### src/rtl/shiftreg_sipo.sv
// Serial-in, parallel-out word capture.
// A capture is started with start, after which WIDTH bits are shifted in LSB
// first while en is high. The finished word is handed off on word_o with a
// valid/ack handshake. A sticky overrun flag records any unacknowledged word
// that was overwritten.
module shiftreg_sipo #(
   parameter int WIDTH = 10
) (
   input  logic             clk,
   input  logic             rst,
   input  logic             en,
   input  logic             clr,
   input  logic             start,
   input  logic             bit_i,
   input  logic             ack_i,
   output logic [WIDTH-1:0] word_o,
   output logic             valid_o,
   output logic             busy_o,
   output logic             ovr_o
);

   localparam int CW = (WIDTH > 1) ? $clog2(WIDTH) : 1;
   localparam logic [CW-1:0] LAST_CNT = CW'(WIDTH - 1);

   typedef enum logic {
      IDLE  = 1'b0,
      SHIFT = 1'b1
   } state_t;

   state_t           state;
   logic [CW-1:0]    cnt;
   logic [WIDTH-1:0] sreg;

   logic [WIDTH-1:0] next_sreg;
   logic             shift_en;
   logic             complete;

   // Decode whether this edge shifts a bit in and whether it finishes the word
   always_comb begin
      next_sreg = {bit_i, sreg[WIDTH-1:1]};
      shift_en  = (state == SHIFT) && en && !start;
      complete  = shift_en && (cnt == LAST_CNT);
   end

   // Capture FSM, shift register, output word and handshake flags
   always_ff @(posedge clk or posedge rst) begin
      if (rst) begin
         state   <= IDLE;
         busy_o  <= 1'b0;
         cnt     <= '0;
         sreg    <= '0;
         word_o  <= '0;
         valid_o <= 1'b0;
         ovr_o   <= 1'b0;
      end else if (clr) begin
         state   <= IDLE;
         busy_o  <= 1'b0;
         cnt     <= '0;
         sreg    <= '0;
         word_o  <= '0;
         valid_o <= 1'b0;
         ovr_o   <= 1'b0;
      end else begin
         if (en && start) begin
            state  <= SHIFT;
            busy_o <= 1'b1;
            cnt    <= '0;
            sreg   <= '0;
         end else if (shift_en) begin
            sreg <= next_sreg;
            if (complete) begin
               word_o <= next_sreg;
               state  <= IDLE;
               busy_o <= 1'b0;
               cnt    <= '0;
            end else begin
               cnt <= cnt + 1'b1;
            end
         end

         if (complete) begin
            valid_o <= 1'b1;
            if (valid_o && !ack_i) begin
               ovr_o <= 1'b1;
            end
         end else if (ack_i && valid_o) begin
            valid_o <= 1'b0;
         end
      end
   end

endmodule

### config.mk
export PLATFORM = sky130hd
export DESIGN_NAME = shiftreg_sipo
export DESIGN_NICKNAME = d
export VERILOG_FILES = /design/src/rtl/shiftreg_sipo.sv
export SDC_FILE = /design/constraint.sdc
export NUM_CORES = 1
export LEC_CHECK = 0
export ABC_AREA = 1
export BUFFER_PORTS_ARGS = -buffer_cell sky130_fd_sc_hd__buf_4
export CAP_MARGIN = 20
export CELL_PAD_IN_SITES_DETAIL_PLACEMENT = 0
export CELL_PAD_IN_SITES_GLOBAL_PLACEMENT = 1
export CORE_MARGIN = 4
export CORE_UTILIZATION = 35
export DETAILED_ROUTE_END_ITERATION = 8
export MAX_ROUTING_LAYER = met4
export PLACE_DENSITY_LB_ADDON = 0.1
export SLEW_MARGIN = 20
export SYNTH_ARGS = -nofsm -noshare
export SYNTH_HDL_FRONTEND = slang
export SYNTH_SLANG_ARGS = --single-unit
### constraint.sdc
create_clock -name clk -period 1.28 [get_ports clk]
set_input_delay 0.384 -clock clk [delete_from_list [all_inputs] [get_ports clk]]
set_output_delay 0.384 -clock clk [all_outputs]
set_load 0.1 [all_outputs]
# Yosys cells after proc, flatten, opt, wreduce, memory -nomap -nowiden
# Index checks and enable logic that the tools add are counted.
[word_totals]
reg_bits = 27
inputBits = 7
output_inout_bits = 13
elab_cells = 47
[classes]
addsub = 1
eq_ne = 2
mux = 21
n_reduce_logical = 17
[ops]
columns = ["operator", "count"]
rows = [
  ["two-way mux 10 bit", 7],
  ["two-way mux 4 bit", 4],
  ["two-way mux 1 bit", 10],
  ["nonzero test 3 bit", 3],
  ["logical AND 1 bit", 6],
  ["nonzero test 2 bit", 3],
  ["adder 4 x 1 -> 4 bit, second input constant", 1],
  ["equality test 4 bit, second input constant", 1],
  ["AND reduction 2 bit", 2],
  ["AND reduction 3 bit", 1],
  ["logical NOT 1 bit", 2],
  ["inequality test 2 bit, second input constant", 1],
]

# Depth between registers and ports, before layout
# Gate-level depths: netlist (run 1).
[logic_depth]
depth_word = 7
depth_mapped = 8
mapped_depth_nobuf = 7

# Worst setup path after synthesis (run 1)
# Ideal clock, no wire load.
[synth_path]
kind = "register to register"
from = "reg state"
to = "reg state"
setup_time_ps = 125
t_arrival_ps = 1692
required_ps = 1155
path_slack_ps = -537
path_stages_with_launch = 7
period_less_slack_ps = 1817
path_cell_list = "dfrtp_1 > nand3_2 > nor2_4 > nor2_1 > buf_4 > nand2_1 > o21ai_1"
[synth_between]
elab_chain_cells = 5
[synth_lines]
columns = ["element", "line_no", "rtl"]
rows = [
  ["from (decl)", "30", "state_t state;"],
  ["from (signal assigned)", "48", "state <= IDLE;"],
  ["from (signal assigned)", "56", "state <= IDLE;"],
  ["from (signal assigned)", "65", "state <= SHIFT;"],
  ["logical AND 1 bit (*) (2 in a row)", "41", "shift_en = (state == SHIFT) && en && !start;"],
  ["logical AND 1 bit", "42", "complete = shift_en && (cnt == LAST_CNT);"],
  ["nonzero test 3 bit (no line)", "n/a", ""],
  ["AND reduction 2 bit (no line) (*)", "n/a", ""],
]
# Every way passes the cells marked *; elsewhere a longest branch is shown, timed or not.
# A chain may end at the register's enable or synchronous reset.

==> results of run 1 <==
-- synthesized netlist by cell type, types with 2 or more instances --
master   count  area share [%]
a21oi_1      3             1.3
buf_2        2            0.86
buf_6        2             1.9
dfrtp_1     26              56
ha_1         2             2.2
inv_1       11             3.6
inv_2        2            0.65
nand2_1     43              14
nand3_1      7             3.0
nor2_1      14             4.5
o21ai_0      3             1.3
o21ai_1      9             3.9
-- final timing paths --
kind                       startpoint        end  slack [ns]  depth (start not counted)
setup / recovery                state     busy_o       -0.11                          1
hold / removal                    rst  word_o[0]        0.10                          3
setup reg to reg               cnt[1]      state       -0.05                          8
hold reg to reg               sreg[2]    sreg[2]        0.54                          2
max in group asynchronous         rst      state        0.90                          3
min in group clk                ack_i      ovr_o        0.30                          4
-- power groups by stage --
stage	clock network [mW]	registers [mW]	logic, mW
floorplan	0	0.871	0.0733
global placement	0	0.853	0.142
detailed placement	0	0.853	0.142
CTS	0.589	0.837	0.156
global route	0.632	0.839	0.202
finish	0.569	0.838	0.185
-- logic make-up (layout without fill, tap and decap cells) --
kind of cell / count (synthesis) / after routing
AO/OA/AOI/OAI: 17 / 17
flip-flops: 26 / 26
buffers and inverters: 18 / 58
adder cells (fa/ha/maj): 2 / 2
XOR/XNOR: 1 / 1
AND/OR/NAND/NOR: 69 / 69
-- layer usage --
metal  global-route usage (%)  routed length (µm)  vias up
met4                    4.663                  17        0
li1                         -                   -      493
met3                    2.735                  80        2
met2                    22.12                1351       15
met1                    16.90                1169      458
met5                        -                   0        -
-- per-stage QoR --
step                      setup TNS (ns)  setup slack, ns  hold WS, ns  power (mW)  cells
after floorplan                 -0.09957         -0.01972       0.4232      0.9439    133
after global routing              -3.167          -0.1619       0.1057       1.674    217
after detailed placement         -0.3781         -0.05220       0.4649      0.9954    204
final                             -1.060          -0.1132       0.1031       1.592    217
after CTS                        -0.9865          -0.1306       0.1057       1.582    211
after global placement           -0.2862         -0.03931       0.4641      0.9942    204
-- layout make-up --
type                       instances  area [µm²]
fill                             294        1304
sequential                        26       669.4
multi-input combinational         89       504.2
timing repair buffer              41       469.2
tap                               44       55.05
inverter                          13       48.80
clock inverter                     1       30.03
clock buffer                       3       22.52
-- registers in the layout, indices dropped and copies added (netlist names) --
signal,cells
cnt,4
ovr_o,1
sreg,9
state,1
valid_o,1
word_o,10
-- timing repair --
action                                  in CTS  in global routing
resized for setup                           30                 28
endpoints found under the setup margin      26                 34
buffers inserted                             3                  5
gates cloned                                 0                  1
pin swaps                                    2                  3
hold endpoints to repair                     0                  0
==> results.py, run 1 <==
metrics = {
    "status": {
        "status": "finished with violations",
        "violations": "negative setup slack",
    },
    "timing": {
        "rsz0062_at_grt": "true",
        "period_share_pct": 108.8,
        "max_freq_mhz": 717.8,
        "fin_worst_skew_ns": 0.006268,
        "hold_viol": 0,
        "maxSlewHeadroom_pct": 77.86,
        "worst_slack_ns": -0.1132,
        "fin_crit_ns": 1.393,
        "setup_violations": 30,
        "worst_pin_slew_ns": 0.3321,
        "drv_slew": 0,
    },
    "cells_and_area": {
        "post-route-util_pct": 57.98,
        "syn2layout_area_growth_pct": 54.96,
        "postLayoutCellArea_um2": 1799,
        "diodes": 0,
        "layout_common_cells": "43 x nand2_1, 21 x buf_4, 13 x nor2_1, 13 x dfrtp_1, 12 x dfrtp_2",
        "final_common_cell": "nand2_1",
        "finalNetCount": 183,
        "layout-drive-gt1-share_pct": 43.35,
    },
    "synth": {
        "postSynthCellCount": 133,
        "synth-edff-count": 0,
        "synth_top_family_by_area": "simple AND/OR/NAND/NOR gates",
        "ys_types": 21,
        "synth-xor-area-share_pct": 0.7543,
        "synthFlopType": "dfrtp_1",
        "ys_warn_count": 0,
        "synth-simple-area-share_pct": 24.89,
        "synth_nets": 142,
        "yosys.area_share.adder_pct": 2.155,
        "syn_area_per_cell_um2": 8.730,
        "syn_area_um2": 1161,
        "async_flop_share_pct": 100.0,
        "yosys_register_bits": 26,
        "synthMuxAreaShare_pct": 0,
        "synth_seq_area_share_pct": 56.03,
        "synth_compound_area_share_pct": 8.513,
    },
    "die": {
        "initial_core_util_pct": 37.42,
        "dieHeight_um": 65.60,
        "rows": 20,
        "core_um2": 3103,
        "pin_count": 20,
        "die_w_um": 65.60,
        "die_area_um2": 4303,
    },
    "setup_path": {
        "cp_max_fo": 2,
        "max_stage_delay_ns": 0.52,
        "cp_cell_sequence": "buf_12",
        "crit_type": "reg2out",
        "endpoint_kind": "output port",
        "path_delay_family": "flip-flops",
        "cp.buffers_inverters": 1,
        "critPathRequiredTime_ns": 0.90,
        "critPathSlowestCell": "dfrtp_4",
        "critPathArrivalTime_ns": 1.01,
        "critPathLaunchType": "flip-flop",
    },
    "job": {
        "maxCapViolations": 0,
    },
    "clock_tree": {
        "cts_tree": "done",
        "cts.path.max_buffers": 2,
        "cts-buffers-inserted": 3,
        "holdBufCountCts": 0,
        "cts.clk_slew.worst_paths_ns": 0.15,
        "clk_latency_ns": 0.32,
        "root_buffer": "clkbuf_4",
        "h-tree-depth": 1,
        "cts_sinks": 26,
    },
    "drt": {
        "first_iter_violations": 35,
        "drt_first_pass_iters": 4,
        "wl_per_cell_um": 12.07,
        "totalWireLength_mm": 2.619,
        "vias": 968,
        "drc": 0,
        "vias_per_cell": 4.461,
        "ant_nets": 0,
    },
    "pwr": {
        "total_leakage_power_nw": 0.8147,
        "combPwrFrac_pct": 11.6,
        "seqPwrFrac_pct": 52.6,
        "power_density_nw_per_um2": 884.7,
        "switchingPower_uw": 365.6,
        "internal_power_mw": 1.226,
        "p_sw_share_pct": 22.97,
        "vdd_ir_drop_max_uv": 806.5,
        "p_clk_share_pct": 35.7,
    },
    "placement": {
        "io_buffers": 19,
        "hpwl_mm": 1.826,
        "gp_congestion": 0.8032,
        "placed_area_um2": 1445,
    },
    "worst_hold_path": {
        "hold_class": "in2async",
    },
    "global_route": {
        "grt_overflow": 0,
        "grt_max_degree": 27,
        "grt_pass1_wl_mm": 4.312,
        "first_global_vias": 922,
        "antenna_found_initial": 0,
        "grt.total_usage_pct": 13.60,
    },
}
Note: power is estimated with default switching activity, not from simulation.
==> run 2: changes to the inputs <==
--- a/config.mk
+++ b/config.mk
@@ -15,6 +15,7 @@
 export DETAILED_ROUTE_END_ITERATION = 8
 export MAX_ROUTING_LAYER = met4
 export PLACE_DENSITY_LB_ADDON = 0.1
+export RECOVER_POWER = 100
 export SLEW_MARGIN = 20
 export SYNTH_ARGS = -nofsm -noshare
 export SYNTH_HDL_FRONTEND = slang
==> results.py, run 2 (synthesis results as in run 1) <==
metrics = {
    "cells_and_area": {
        "postLayoutCellArea_um2": 1797,
        "num-fill-cells": 293,
        "finalNetCount": 183,
        "layout_common_cells": "43 x nand2_1, 19 x buf_4, 13 x nor2_1, 13 x dfrtp_1, 12 x dfrtp_2",
        "post-route-util_pct": 57.90,
        "diodes": 0,
        "reg_top3": "word_o x10, sreg x9, cnt x4",
        "final_common_cell": "nand2_1",
        "largest_reg_flops": 10,
        "layout-drive-gt1-share_pct": 43.35,
        "syn2layout_area_growth_pct": 54.74,
        "largest_register": "word_o",
    },
    "setup_path": {
        "endpoint_kind": "output port",
        "crit_type": "reg2out",
        "cp_max_fo": 2,
        "critPathRequiredTime_ns": 0.90,
        "critPathArrivalTime_ns": 1.01,
        "cp_cell_sequence": "buf_12",
        "max_stage_delay_ns": 0.52,
        "critPathLaunchType": "flip-flop",
        "path_delay_family": "flip-flops",
        "critPathSlowestCell": "dfrtp_4",
        "cp.buffers_inverters": 1,
    },
    "pwr": {
        "p_clk_share_pct": 35.8,
        "internal_power_mw": 1.225,
        "p_sw_share_pct": 22.99,
        "power_density_nw_per_um2": 885.3,
        "power.total_mw": 1.591,
        "total_leakage_power_nw": 0.8138,
        "vdd_ir_drop_max_uv": 806.4,
        "switchingPower_uw": 365.6,
        "seqPwrFrac_pct": 52.7,
        "combPwrFrac_pct": 11.6,
    },
    "worst_hold_path": {
        "hold_class": "in2async",
    },
    "global_route": {
        "grt_max_degree": 27,
        "grt_pass1_wl_mm": 4.312,
        "grt.total_usage_pct": 13.60,
        "antenna_found_initial": 0,
        "grt_overflow": 0,
        "first_global_vias": 922,
    },
    "clock_tree": {
        "clk_latency_ns": 0.32,
        "cts.path.max_buffers": 2,
        "cts_tree": "done",
        "cts-buffers-inserted": 3,
        "h-tree-depth": 1,
        "cts_sinks": 26,
        "root_buffer": "clkbuf_4",
        "holdBufCountCts": 0,
        "cts.clk_slew.worst_paths_ns": 0.15,
    },
    "placement": {
        "hpwl_mm": 1.826,
        "gp_congestion": 0.8032,
        "io_buffers": 19,
        "placed_area_um2": 1445,
    },
    "status": {
        "status": "finished with violations",
        "violations": "negative setup slack",
    },
    "timing": {
        "fin_worst_skew_ns": 0.006268,
        "maxSlewHeadroom_pct": 56.74,
        "setup_violations": 30,
        "hold_viol": 0,
        "drv_slew": 0,
        "rsz0062_at_grt": "true",
        "worst_slack_ns": -0.1132,
        "worst_pin_slew_ns": 0.6489,
        "max_freq_mhz": 717.8,
        "period_share_pct": 108.8,
        "fin_crit_ns": 1.393,
    },
    "drt": {
        "vias": 968,
        "drc": 0,
        "totalWireLength_mm": 2.616,
        "ant_nets": 0,
        "vias_per_cell": 4.461,
        "drt_first_pass_iters": 4,
        "first_iter_violations": 35,
        "wl_per_cell_um": 12.06,
    },
    "die": {
        "die_area_um2": 4303,
        "pin_count": 20,
        "initial_core_util_pct": 37.42,
        "core_um2": 3103,
        "rows": 20,
        "dieHeight_um": 65.60,
        "die_w_um": 65.60,
    },
    "job": {
        "maxCapViolations": 0,
    },
}
==> run 2: cell types whose count changed in the layout (fill, tap and decap cells not counted) <==
cell / previous run / this run
buf_4: 21 / 19
clkbuf_2: 0 / 1
clkbuf_4: 3 / 4
==> run 2: per-stage QoR <==
| stage | std cells | hold WS (ns) | setup WS (ns) | TNS [ns] |
|---|---|---|---|---|
| after floorplan | 133 | 0.4232 | -0.01972 | -0.09957 |
| after global placement | 204 | 0.4641 | -0.03931 | -0.2862 |
| after detailed placement | 204 | 0.4649 | -0.05220 | -0.3781 |
| after CTS | 211 | 0.1057 | -0.1306 | -0.9865 |
| after global routing | 217 | 0.2544 | -0.1619 | -3.167 |
| final | 217 | 0.2203 | -0.1132 | -1.059 |
==> run 2: layout make-up <==
class	instances	area [µm²]	area share [%]
clock buffer	3	22.52	1.253
timing repair buffer	41	466.7	25.97
inverter	13	48.80	2.716
multi-input combinational	89	504.2	28.06
clock inverter	1	30.03	1.671
tap	44	55.05	3.064
sequential	26	669.4	37.26
==> run 2: power groups by stage <==
stage               registers, mW  logic, mW  clock network [mW]
detailed placement          0.853      0.142                   0
floorplan                   0.871     0.0733                   0
global placement            0.853      0.142                   0
global route                0.839      0.201               0.632
finish                      0.838      0.184               0.569
CTS                         0.837      0.156               0.589
==> run 2: what timing repair did <==
item                       CTS  global route
setup endpoints to repair   26            34
resized for setup           30            28
gates cloned                 0             1
pin swaps                    2             3
setup buffers                3             5
==> run 2: path summary, 6_finish.rpt <==
path | cells past startpoint | endpoint | from | slack, ns
max in group asynchronous | 3 | state | rst | 0.58
min in group clk | 4 | ovr_o | ack_i | 0.30
worst min-delay path | 3 | sreg[1] | rst | 0.22
worst max register to register | 8 | state | cnt[1] | -0.05
worst max-delay path | 1 | busy_o | state | -0.11
worst min register to register | 2 | sreg[2] | sreg[2] | 0.54
==> run 2: routing by layer <==
metal  part of all wire, %  global-route usage (%)  vias to the layer above
met3                   3.1                   2.735                        2
li1                      -                       -                      493
met4                  0.65                   4.663                        0
met2                    52                   22.12                       15
met1                    45                   16.90                      458
met5                     0                       -                        -
==> run 2: worst register-to-register path: stages (launching register included) <==
cell     delay [ns]
dfrtp_1        0.41
inv_2          0.08
ha_4           0.13
nand3_4        0.06
nor2_4         0.22
nor2_4         0.08
buf_6          0.13
nand2_1        0.06
o21ai_2        0.05
==> run 3: changes to the inputs <==
--- a/config.mk
+++ b/config.mk
@@ -5,13 +5,12 @@
 export SDC_FILE = /design/constraint.sdc
 export NUM_CORES = 1
 export LEC_CHECK = 0
-export ABC_AREA = 1
 export BUFFER_PORTS_ARGS = -buffer_cell sky130_fd_sc_hd__buf_4
 export CAP_MARGIN = 20
-export CELL_PAD_IN_SITES_DETAIL_PLACEMENT = 0
-export CELL_PAD_IN_SITES_GLOBAL_PLACEMENT = 1
+export CELL_PAD_IN_SITES_DETAIL_PLACEMENT = 2
+export CELL_PAD_IN_SITES_GLOBAL_PLACEMENT = 2
 export CORE_MARGIN = 4
-export CORE_UTILIZATION = 35
+export CORE_UTILIZATION = 30
 export DETAILED_ROUTE_END_ITERATION = 8
 export MAX_ROUTING_LAYER = met4
 export PLACE_DENSITY_LB_ADDON = 0.1
==> results.py, run 3 <==
metrics = {
    "status": {
        "status": "finished with violations",
        "violations": "negative setup slack",
    },
    "setup_path": {
        "r2r_start": "state",
        "ff2ff_path_depth": 3,
        "crit_cells": 1,
        "crit_type": "reg2out",
        "r2r_end": "cnt[3]",
        "cp_cell_sequence": "buf_12",
        "crit_path_start": "state",
        "critPathLaunchType": "flip-flop",
        "cp_max_fo": 3,
        "cp.buffers_inverters": 1,
        "max_stage_delay_ns": 0.52,
        "critPathRequiredTime_ns": 0.90,
        "critPathArrivalTime_ns": 0.97,
        "path_delay_family": "flip-flops",
        "crit_path_end": "busy_o",
        "endpoint_kind": "output port",
        "critPathSlowestCell": "dfrtp_4",
        "r2r_slack_ns": -0.06,
    },
    "cells_and_area": {
        "diodes": 0,
        "layout-drive-gt1-share_pct": 31.71,
        "final_common_cell": "nand2_1",
        "reg_top3": "word_o x10, sreg x9, cnt x4",
        "largest_reg_flops": 10,
        "largest_register": "word_o",
        "layout_common_cells": "31 x nand2_1, 22 x dfrtp_1, 19 x o21ai_1",
        "post-route-util_pct": 46.05,
        "postLayoutCellArea_um2": 1737,
        "syn2layout_area_growth_pct": 43.83,
        "finalNetCount": 174,
        "num-fill-cells": 402,
    },
    "synth": {
        "synth_most_common_cell": "nand2_1",
        "yosys_register_bits": 26,
        "async_flop_share_pct": 100.0,
        "ys_types": 25,
        "ys_warn_count": 0,
        "synth_top_area_cell": "dfrtp_1",
        "synthTopCellsByCount": "31 x nand2_1, 26 x dfrtp_1, 13 x a21oi_1, 13 x o21ai_0, 10 x nor2b_1",
        "postSynthCellCount": 132,
        "syn_area_per_cell_um2": 9.147,
        "synth-edff-count": 0,
        "synthFlopType": "dfrtp_1",
        "synth_nets": 141,
        "syn_area_um2": 1207,
        "synthTopCellsByArea": "dfrtp_1 54%, nand2_1 9.6%, a21oi_1 5.4%, o21ai_0 5.4%, nor2b_1 5.2%",
        "synth_seq_area_share_pct": 53.89,
        "synth_top_area_share_pct": 53.89,
    },
    "pwr": {
        "combPwrFrac_pct": 9.3,
        "p_clk_share_pct": 35.0,
        "total_leakage_power_nw": 0.7303,
        "power_density_nw_per_um2": 858.2,
        "p_sw_share_pct": 22.61,
        "vdd_ir_drop_max_uv": 381.8,
        "switchingPower_uw": 336.9,
        "internal_power_mw": 1.153,
        "seqPwrFrac_pct": 55.7,
        "power.total_mw": 1.490,
    },
    "drt": {
        "drt_first_pass_iters": 3,
        "vias": 1030,
        "drc": 0,
        "vias_per_cell": 4.858,
        "ant_nets": 0,
        "first_iter_violations": 43,
        "wl_per_cell_um": 16.55,
        "totalWireLength_mm": 3.508,
    },
    "timing": {
        "fin_worst_skew_ns": 0.001409,
        "max_freq_mhz": 738.0,
        "rsz0062_at_grt": "true",
        "drv_slew": 0,
        "maxSlewHeadroom_pct": 55.34,
        "timing.setup.tns_ns": -0.2152,
        "period_share_pct": 105.9,
        "setup_violations": 13,
        "fin_crit_ns": 1.355,
        "hold_ws_ns": 0.2922,
        "worst_slack_ns": -0.07500,
        "worst_pin_slew_ns": 0.6698,
        "hold_viol": 0,
    },
    "global_route": {
        "grt_use_met1_pct": 19.11,
        "grt.total_usage_pct": 14.94,
        "top_usage_layer": "met2",
        "antenna_found_initial": 0,
        "met2_usage_pct": 24.80,
        "grt_pass1_wl_mm": 5.858,
        "grt_overflow": 0,
        "first_global_vias": 1149,
        "grt_max_degree": 27,
        "met3_usage_pct": 2.244,
    },
    "placement": {
        "hpwl_mm": 2.404,
        "placed_area_um2": 1511,
        "gp_congestion": 0.7028,
        "io_buffers": 19,
    },
    "die": {
        "die_area_um2": 5104,
        "initial_core_util_pct": 32.02,
        "dieHeight_um": 71.44,
        "rows": 22,
        "pin_count": 20,
        "core_um2": 3771,
        "die_w_um": 71.44,
    },
    "clock_tree": {
        "holdBufCountCts": 0,
        "cts_sinks": 26,
        "cts_tree": "done",
        "clk_latency_ns": 0.26,
        "cts.clk_slew.worst_paths_ns": 0.09,
        "root_buffer": "clkbuf_8",
        "h-tree-depth": 1,
        "cts.path.max_buffers": 2,
        "cts-buffers-inserted": 3,
    },
    "worst_hold_path": {
        "hold_class": "in2async",
    },
    "job": {
        "maxCapViolations": 0,
    },
}
==> run 3: metal layers <==
layer / wire length, µm / vias up
met1: 1635 / 510
met3: 93 / 2
met5: 0 / -
li1: - / 504
met4: 16 / 0
met2: 1763 / 14
==> run 3: timing repair <==
action,in CTS,in global routing
endpoints found under the setup margin,27,38
pin swaps,4,1
setup buffers,2,0
gates resized for setup,24,27
==> run 3: power groups by stage <==
| stage | combinational [mW] | clock (mW) | sequential [mW] |
|---|---|---|---|
| detailed placement | 0.129 | 0 | 0.847 |
| global route | 0.152 | 0.596 | 0.831 |
| global placement | 0.125 | 0 | 0.846 |
| floorplan | 0.0465 | 0 | 0.861 |
| finish | 0.138 | 0.522 | 0.830 |
| CTS | 0.140 | 0.546 | 0.831 |
==> run 3: area by class of cell <==
cell class	instances	area, µm²	share of cell area, %
clock buffer	4	55.05	3.170
inverter	2	7.507	0.4323
multi-input combinational	97	545.5	31.41
sequential	26	658.1	37.90
tap	48	60.06	3.458
timing repair buffer	35	410.4	23.63
==> run 3: per-stage QoR <==
stage	std cells	setup WS, ns
finish	212	-0.07500
global route	212	-0.1535
CTS	212	-0.09017
detailed placement	206	-0.1808
global placement	206	-0.07789
floorplan	132	-0.1678
==> run 3: worst register-to-register path: cells and delay by family (launching register included) <==
family / cells / cell delay [ns]
AO/OA/AOI/OAI: 1 / 0.18
flip-flops: 1 / 0.47
AND/OR/NAND/NOR: 2 / 0.62
==> run 3: worst min-delay path by stage <==
stage               slack [ns]  from  depth (start not counted)       to
detailed placement        0.48   rst                          3  sreg[5]
global route              0.34   rst                          3  sreg[5]
global placement          0.47   rst                          3   cnt[2]
finish                    0.29   rst                          3   cnt[2]
floorplan                 0.42   rst                          1   cnt[0]
CTS                       0.18   rst                          3  sreg[5]
==> run 3: cells by family (layout without fill, tap and decap cells) <==
family	Yosys count	after routing	share of synthesized area (%)
DFF	26	26	53.89
and+or+nand+nor	56	56	23.83
adders and majority gates	2	2	2.072
xor gates and xnor gates	2	2	1.451
AOI/OAI and AO/OA	37	37	15.85
buffers and inverters	9	41	2.901
